File: src/rtl/gty_rx_frame_aligner.sv
// gty_rx_frame_aligner
//   Recovers word and frame alignment from the raw 80-bit GTY RX parallel
//   stream. A bit-slip search (HUNT) looks for SYNC_WORD at every bit offset.
//   The candidate alignment is then confirmed over VERIFY_COUNT headers
//   (VERIFY) and tracked in LOCKED, where payload words go out on an
//   AXI-Stream-like master with no back-pressure.
//
// Ports
//   m_axis_aclk          GTY RX user clock (single clock domain)
//   rx_reset_in          asynchronous active-high reset
//   gtwiz_userdata_rx_in raw RX parallel data, 80 bits
//   rx_active_in         RX clocking active and RX reset done
//   m_axis_tdata         aligned payload word
//   m_axis_tvalid        payload valid (the GT cannot be stalled, so no tready)
//   m_axis_tlast         last payload word of a frame
//   rx_locked_out        high while in LOCKED
//   bit_offset_out       current slip offset, 0..79
//   hdr_err_count_out    header mismatches seen in LOCKED, saturating
//   lock_loss_count_out  LOCKED->HUNT transitions, saturating
module gty_rx_frame_aligner #(
    parameter logic [15:0] SYNC_WORD    = 16'hA5C3,
    parameter int unsigned FRAME_LEN    = 8,
    parameter int unsigned VERIFY_COUNT = 4,
    parameter int unsigned MISS_LIMIT   = 3
) (
    input  logic        m_axis_aclk,
    input  logic        rx_reset_in,
    input  logic [79:0] gtwiz_userdata_rx_in,
    input  logic        rx_active_in,
    output logic [79:0] m_axis_tdata,
    output logic        m_axis_tvalid,
    output logic        m_axis_tlast,
    output logic        rx_locked_out,
    output logic [6:0]  bit_offset_out,
    output logic [15:0] hdr_err_count_out,
    output logic [7:0]  lock_loss_count_out
);

    localparam logic [7:0] WCNT_LAST  = 8'(FRAME_LEN - 1);
    localparam logic [7:0] GOOD_NEED  = 8'(VERIFY_COUNT);
    localparam logic [7:0] MISS_NEED  = 8'(MISS_LIMIT);
    localparam logic [6:0] OFFSET_MAX = 7'd79;

    typedef enum logic [1:0] {
        HUNT,
        VERIFY,
        LOCKED
    } state_t;

    state_t      state_q, state_d;
    logic [79:0] cur_q, prev_q;
    logic [6:0]  offset_q, offset_d;
    logic [7:0]  wcnt_q, wcnt_d;
    logic [7:0]  good_q, good_d;
    logic [7:0]  miss_q, miss_d;
    logic [15:0] hdr_err_q, hdr_err_d;
    logic [7:0]  loss_q, loss_d;
    logic [79:0] tdata_q, tdata_d;
    logic        tvalid_q, tvalid_d;
    logic        tlast_q, tlast_d;
    logic        locked_q, locked_d;

    logic [159:0] window;
    logic [79:0]  aligned;
    logic         hdr_match;
    logic [7:0]   wcnt_next;
    logic [6:0]   offset_inc;
    logic [7:0]   good_inc;
    logic [7:0]   miss_inc;

    // prev holds the older word, so the offset selects how far into the
    // newer word the aligned window straddles.
    assign window     = {cur_q, prev_q};
    assign aligned    = window[offset_q +: 80];
    assign hdr_match  = (aligned[79:64] == SYNC_WORD);
    assign wcnt_next  = (wcnt_q == WCNT_LAST) ? '0 : wcnt_q + 8'd1;
    assign offset_inc = (offset_q == OFFSET_MAX) ? '0 : offset_q + 7'd1;
    assign good_inc   = good_q + 8'd1;
    assign miss_inc   = miss_q + 8'd1;

    always_comb begin
        state_d   = state_q;
        offset_d  = offset_q;
        wcnt_d    = wcnt_q;
        good_d    = good_q;
        miss_d    = miss_q;
        hdr_err_d = hdr_err_q;
        loss_d    = loss_q;
        tdata_d   = tdata_q;
        tvalid_d  = 1'b0;
        tlast_d   = 1'b0;

        if (!rx_active_in) begin
            // Link not usable: restart the search but keep the offset and
            // the statistics counters.
            state_d = HUNT;
            wcnt_d  = '0;
            good_d  = '0;
            miss_d  = '0;
        end else begin
            unique case (state_q)
                HUNT: begin
                    if (hdr_match) begin
                        state_d = VERIFY;
                        wcnt_d  = 8'd1;
                        good_d  = 8'd1;
                    end else begin
                        offset_d = offset_inc;
                    end
                end

                VERIFY: begin
                    wcnt_d = wcnt_next;
                    if (wcnt_q == '0) begin
                        if (hdr_match) begin
                            good_d = good_inc;
                            if (good_inc == GOOD_NEED) begin
                                state_d = LOCKED;
                                miss_d  = '0;
                            end
                        end else begin
                            state_d  = HUNT;
                            offset_d = offset_inc;
                            wcnt_d   = '0;
                            good_d   = '0;
                        end
                    end
                end

                LOCKED: begin
                    // Frame timing free-runs; a bad header is counted but the
                    // payload around it is still delivered.
                    wcnt_d = wcnt_next;
                    if (wcnt_q == '0) begin
                        if (hdr_match) begin
                            miss_d = '0;
                        end else begin
                            miss_d = miss_inc;
                            if (hdr_err_q != '1) begin
                                hdr_err_d = hdr_err_q + 16'd1;
                            end
                            if (miss_inc == MISS_NEED) begin
                                state_d = HUNT;
                                wcnt_d  = '0;
                                good_d  = '0;
                                miss_d  = '0;
                                if (loss_q != '1) begin
                                    loss_d = loss_q + 8'd1;
                                end
                            end
                        end
                    end else begin
                        tdata_d  = aligned;
                        tvalid_d = 1'b1;
                        tlast_d  = (wcnt_q == WCNT_LAST);
                    end
                end

                default: begin
                    state_d = HUNT;
                end
            endcase
        end

        locked_d = (state_d == LOCKED);
    end

    always_ff @(posedge m_axis_aclk or posedge rx_reset_in) begin
        if (rx_reset_in) begin
            state_q   <= HUNT;
            cur_q     <= '0;
            prev_q    <= '0;
            offset_q  <= '0;
            wcnt_q    <= '0;
            good_q    <= '0;
            miss_q    <= '0;
            hdr_err_q <= '0;
            loss_q    <= '0;
            tdata_q   <= '0;
            tvalid_q  <= 1'b0;
            tlast_q   <= 1'b0;
            locked_q  <= 1'b0;
        end else begin
            state_q   <= state_d;
            cur_q     <= gtwiz_userdata_rx_in;
            prev_q    <= cur_q;
            offset_q  <= offset_d;
            wcnt_q    <= wcnt_d;
            good_q    <= good_d;
            miss_q    <= miss_d;
            hdr_err_q <= hdr_err_d;
            loss_q    <= loss_d;
            tdata_q   <= tdata_d;
            tvalid_q  <= tvalid_d;
            tlast_q   <= tlast_d;
            locked_q  <= locked_d;
        end
    end

    assign m_axis_tdata        = tdata_q;
    assign m_axis_tvalid       = tvalid_q;
    assign m_axis_tlast        = tlast_q;
    assign rx_locked_out       = locked_q;
    assign bit_offset_out      = offset_q;
    assign hdr_err_count_out   = hdr_err_q;
    assign lock_loss_count_out = loss_q;

endmodule

File: config.mk
export PLATFORM = sky130hd
export DESIGN_NAME = gty_rx_frame_aligner
export DESIGN_NICKNAME = d
export VERILOG_FILES = /design/src/rtl/gty_rx_frame_aligner.sv
export SDC_FILE = /design/constraint.sdc
export NUM_CORES = 1
export LEC_CHECK = 0
export ABC_CLOCK_PERIOD_IN_PS = 11750
export BUFFER_PORTS_ARGS = -buffer_cell sky130_fd_sc_hd__buf_2
export CAP_MARGIN = 25
export CORE_ASPECT_RATIO = 0.5
export CORE_UTILIZATION = 29
export DETAILED_ROUTE_END_ITERATION = 8
export PLACE_DENSITY = 0.49
export SETUP_SLACK_MARGIN = 0.4
export SYNTH_ARGS = -nofsm -noshare
export SYNTH_HDL_FRONTEND = slang
export SYNTH_SLANG_ARGS = --single-unit
File: constraint.sdc
create_clock -name m_axis_aclk -period 11.75 [get_ports m_axis_aclk]
set_input_delay 2.35 -clock m_axis_aclk [delete_from_list [all_inputs] [get_ports m_axis_aclk]]
set_output_delay 2.35 -clock m_axis_aclk [all_outputs]
set_load 0.005 [all_outputs]
==> run summary <==
The flow ran to the end, and the final reports show no timing, DRC or antenna violations. Setup repair after global routing left no endpoint under its margin. The run gives 0.0756 mm2 as the total core area. The routed layout has 20,140 vias. Most frequently used flop master after synthesis: sky130_fd_sc_hd__dfrtp_1. End of the worst register-to-register path: good_q[3]. Counting instances in the post-synthesis netlist gives the leading cell types as sky130_fd_sc_hd__nand2_1 (452), sky130_fd_sc_hd__nor2_1 (301), sky130_fd_sc_hd__dfrtp_1 (300).

STA classifies the critical path startpoint as a register. The run gives 71 as the row count. The logs give 2,379 for the synthesized instance count and 197 for the top-level I/O count. The final layout contains 2,539 nets. Summing all flip-flop and latch instances after layout gives 0.00753 mm2. The area growth from synthesis to layout is 13.2%. The hold-critical path depth is 0, and the wire length of the first global-routing pass is 140,000 um. IR analysis of the VDD net gives a maximum drop of 0.146 mV. The transition time at the pin with the least slew margin was 1.22 ns. The synthesized design contains 0 enable-type register cells. The routed design could run at a clock period as short as 7.07 ns. The critical-path maximum fanout is 116.

The number of CTS-inserted buffers is 31, and the number of buffers inserted for hold repair after clock tree synthesis is 0. TritonCTS built the clock tree. Detailed placement ended at an HPWL of 74,900 um. The area of the multi-input gates is 0.0139 mm2, and the number of search-and-repair iterations in the first detailed-routing pass is 6. Of all flip-flops after synthesis, the portion carrying an async set or reset was 100%.

The aggregate global-route resource usage was 24.6%; the number of flip-flops and latches in the synthesized netlist was 300. STA puts the critical path data arrival time at 7.57 ns. On the final layout, the worst clock skew is 0.0615 ns.

The average routed wire per standard cell is 28.0 um, and the detailed-route vias per instance is 5.77. Number of global-route vias before repair: 18,915. The kind of critical path was reg -> reg. The worst slew margin relative to its limit is 17.9%, and the clock latency on the worst-skew pair is 0.66 ns.

The run gives 1 as the level count of the clock H-tree. Once the floorplan was initialized, standard cells occupied 29.5% of the core. The final-report max-slew violation count was 0. The startpoint identified for the worst register-to-register timing path is bit_offset_out[0]. The worst min-delay path category was reg -> reg.

The die covers 0.0781 mm2. Derived from the worst setup path, the maximum achievable clock frequency is 0.141 GHz. Once layout is done, the placed cells without fillers occupy 0.0252 mm2.

The horizontal extent of the die came out at 394 um. For this run, design rule violations remaining after detail routing come to 0. The logs give 5 for the initial antenna violation count and 0 for the number of failing hold endpoints at the final stage. The clock sink count is 300. Cells with a size suffix above 1 make up 23.4% of the layout. In this run the clock root is driven by a sky130_fd_sc_hd__clkbuf_16. The die is 198 um tall. The library cell with the largest summed area after synthesis is sky130_fd_sc_hd__dfrtp_1. The setup fix buffers added after clock tree synthesis came out at 0. The static leakage was 10.8 nW. Wires add up to 97,800 um.

The final period utilization came out at 60.2%. At the end of the flow the core is filled with cells to 33.4%. The worst hold path terminates at prev_q[72].

For the remaining number of nets flagged by the antenna check after routing, the log shows 0. The global placer's final weighted congestion came out at 1.03. Sort of element at the end of the critical path: a register.

Yosys printed 0 warnings. The tools report the total of fill cells in the finished design as 7,801. The number of buffers between clock root and the deepest sink was 3; the count of input and output buffers was 196. The synthesized design devotes to its leading area cell type 33.7% of total area.

After clock tree synthesis, the clock-pin slew on the worst setup and hold paths is 0.07 ns. The mapped netlist covers 0.0223 mm2. The register-to-register setup slack is 4.68 ns. In the post-synthesis netlist, the cell with the most instances is sky130_fd_sc_hd__nand2_1. Power spread over the standard cell area amounts to 286 mW/mm2. Startpoint of the worst hold path: cur_q[72]. The tool flagged a number of max-cap violations equal to 0.

The netlist uses 70 different library cells. The number of cells on the worst reg-to-reg path is 13. Setup violations remaining at the end of the flow were counted as 0. Once placement finished, the instance area stood at 0.0241 mm2. Setup total negative slack on the finished layout was measured at 0 ns. Global routing finished with a remaining overflow of 0. The sequential-to-total area share from yosys stat was 33.7%; the average cell area after synthesis was 9.37 um2. The net count of the mapped netlist was 2,475; the DRC marker count from the first detailed-route iteration was 2,720. At the worst endpoint, the required time is 12.25 ns.

Entering global routing, the biggest net connects 139 pins. Post-CTS repair changed the size of 0 cells. Ranked by total cell area, the synthesized netlist is headed by sky130_fd_sc_hd__dfrtp_1 (34%), sky130_fd_sc_hd__mux4_2 (19%), sky130_fd_sc_hd__mux2i_1 (7.8%), sky130_fd_sc_hd__nand2_1 (7.6%), sky130_fd_sc_hd__nor2_1 (5.1%).
==> final cells by class <==
type | count | share of cell area (%)
multi-input combinational | 1851 | 55.0
sequential | 300 | 29.8
antenna | 1 | 0.00991
timing repair buffer | 228 | 4.94
tap | 1022 | 5.07
clock inverter | 19 | 1.22
inverter | 31 | 0.540
clock buffer | 37 | 3.36
==> report_power, final <==
part           leakage, nW  internal (mW)  total (mW)  switching, mW
Clock                0.564          0.658        1.14          0.478
Sequential            3.63           1.09        1.24          0.148
Combinational         6.63           1.62        4.85           3.23
==> registers in the layout, summed over array words and instances (netlist names) <==
| register | count |
|---|---|
| bit_offset_out | 7 |
| m_axis_tdata | 80 |
| m_axis_tvalid | 1 |
| lock_loss_count_out | 8 |
| miss_q | 8 |
| hdr_err_count_out | 16 |
| prev_q | 80 |
| state_q | 2 |
| wcnt_q | 8 |
| cur_q | 80 |
| m_axis_tlast | 1 |
| good_q | 8 |
| rx_locked_out | 1 |
==> critical path: stages, from the launching register on <==
cell,delay [ns]
sky130_fd_sc_hd__dfrtp_4,0.88
sky130_fd_sc_hd__buf_12,0.64
sky130_fd_sc_hd__buf_4,0.78
sky130_fd_sc_hd__mux4_2,0.59
sky130_fd_sc_hd__mux2i_1,0.46
sky130_fd_sc_hd__o22ai_1,0.15
sky130_fd_sc_hd__nor4_1,0.80
sky130_fd_sc_hd__nor4b_1,0.15
sky130_fd_sc_hd__a22oi_1,0.21
sky130_fd_sc_hd__or4_1,0.69
sky130_fd_sc_hd__o21ai_1,0.26
sky130_fd_sc_hd__nor3_1,0.86
sky130_fd_sc_hd__or4_1,0.23
sky130_fd_sc_hd__nand3_1,0.07
==> placed cells by master, fill, tap and decap left out, types with 8 or more instances in the layout <==
cell	netlist	layout
sky130_fd_sc_hd__nand2_1	452	452
sky130_fd_sc_hd__nor2_1	301	301
sky130_fd_sc_hd__dfrtp_1	300	293
sky130_fd_sc_hd__buf_2	12	196
sky130_fd_sc_hd__o21ai_0	194	194
sky130_fd_sc_hd__mux4_2	191	191
sky130_fd_sc_hd__mux2i_1	173	173
sky130_fd_sc_hd__a21oi_1	81	81
sky130_fd_sc_hd__mux2_2	78	78
sky130_fd_sc_hd__nand3_1	36	36
sky130_fd_sc_hd__a31oi_1	33	33
sky130_fd_sc_hd__clkbuf_16	0	31
sky130_fd_sc_hd__buf_4	10	29
sky130_fd_sc_hd__a211oi_1	28	28
sky130_fd_sc_hd__nor3_1	27	27
sky130_fd_sc_hd__inv_1	26	25
sky130_fd_sc_hd__o22ai_1	17	17
sky130_fd_sc_hd__and3_1	14	14
sky130_fd_sc_hd__nand2b_1	15	14
sky130_fd_sc_hd__xnor2_1	13	13
sky130_fd_sc_hd__ha_1	13	13
sky130_fd_sc_hd__and2_1	12	12
sky130_fd_sc_hd__xor2_1	12	12
sky130_fd_sc_hd__o211ai_1	10	10
sky130_fd_sc_hd__o31ai_1	9	9
sky130_fd_sc_hd__a22o_1	9	9
sky130_fd_sc_hd__nor2b_1	8	8
sky130_fd_sc_hd__a21o_1	8	8
==> stage by stage <==
stage	power [mW]	hold WS, ns	std cells	setup WS (ns)
2_1_floorplan	4.18	0.396	2379	1.11
3_3_place_gp	5.91	0.432	3431	4.77
3_5_place_dp	5.90	0.434	3431	4.73
4_1_cts	7.06	0.456	3487	4.72
5_1_grt	7.51	0.490	3488	4.16
6_report	7.22	0.459	3489	4.68
==> cell families (layout without fill, tap and decap cells) <==
| group | Yosys count | after routing | synth area share, % |
|---|---|---|---|
| fa+ha+maj | 13 | 13 | 0.729 |
| other cells | 0 | 1 | 0 |
| buf+inv | 228 | 315 | 4.11 |
| flops | 300 | 300 | 33.7 |
| mux | 443 | 443 | 31.0 |
| simple gates | 907 | 907 | 16.8 |
| xor+xnor | 25 | 25 | 0.982 |
| compound gates | 463 | 463 | 12.7 |
==> routing by layer <==
layer / up-vias / share of wire, % / track usage (%)
met5: - / 0.029 / 0
met4: 4 / 2.3 / 5.59
met3: 125 / 11 / 6.95
met2: 1036 / 41 / 34.9
met1: 10191 / 46 / 36.6
li1: 8784 / - / -
==> worst max-delay path by stage <==
stage | from | to | cells past startpoint
6_report | bit_offset_out[0] | good_q[3] | 13
5_1_grt | bit_offset_out[0] | good_q[3] | 13
4_1_cts | bit_offset_out[0] | good_q[3] | 13
3_5_place_dp | bit_offset_out[0] | good_q[3] | 13
3_3_place_gp | bit_offset_out[0] | good_q[3] | 13
2_1_floorplan | rx_reset_in | bit_offset_out[0] | 1
(Power assumes the default switching activity.)
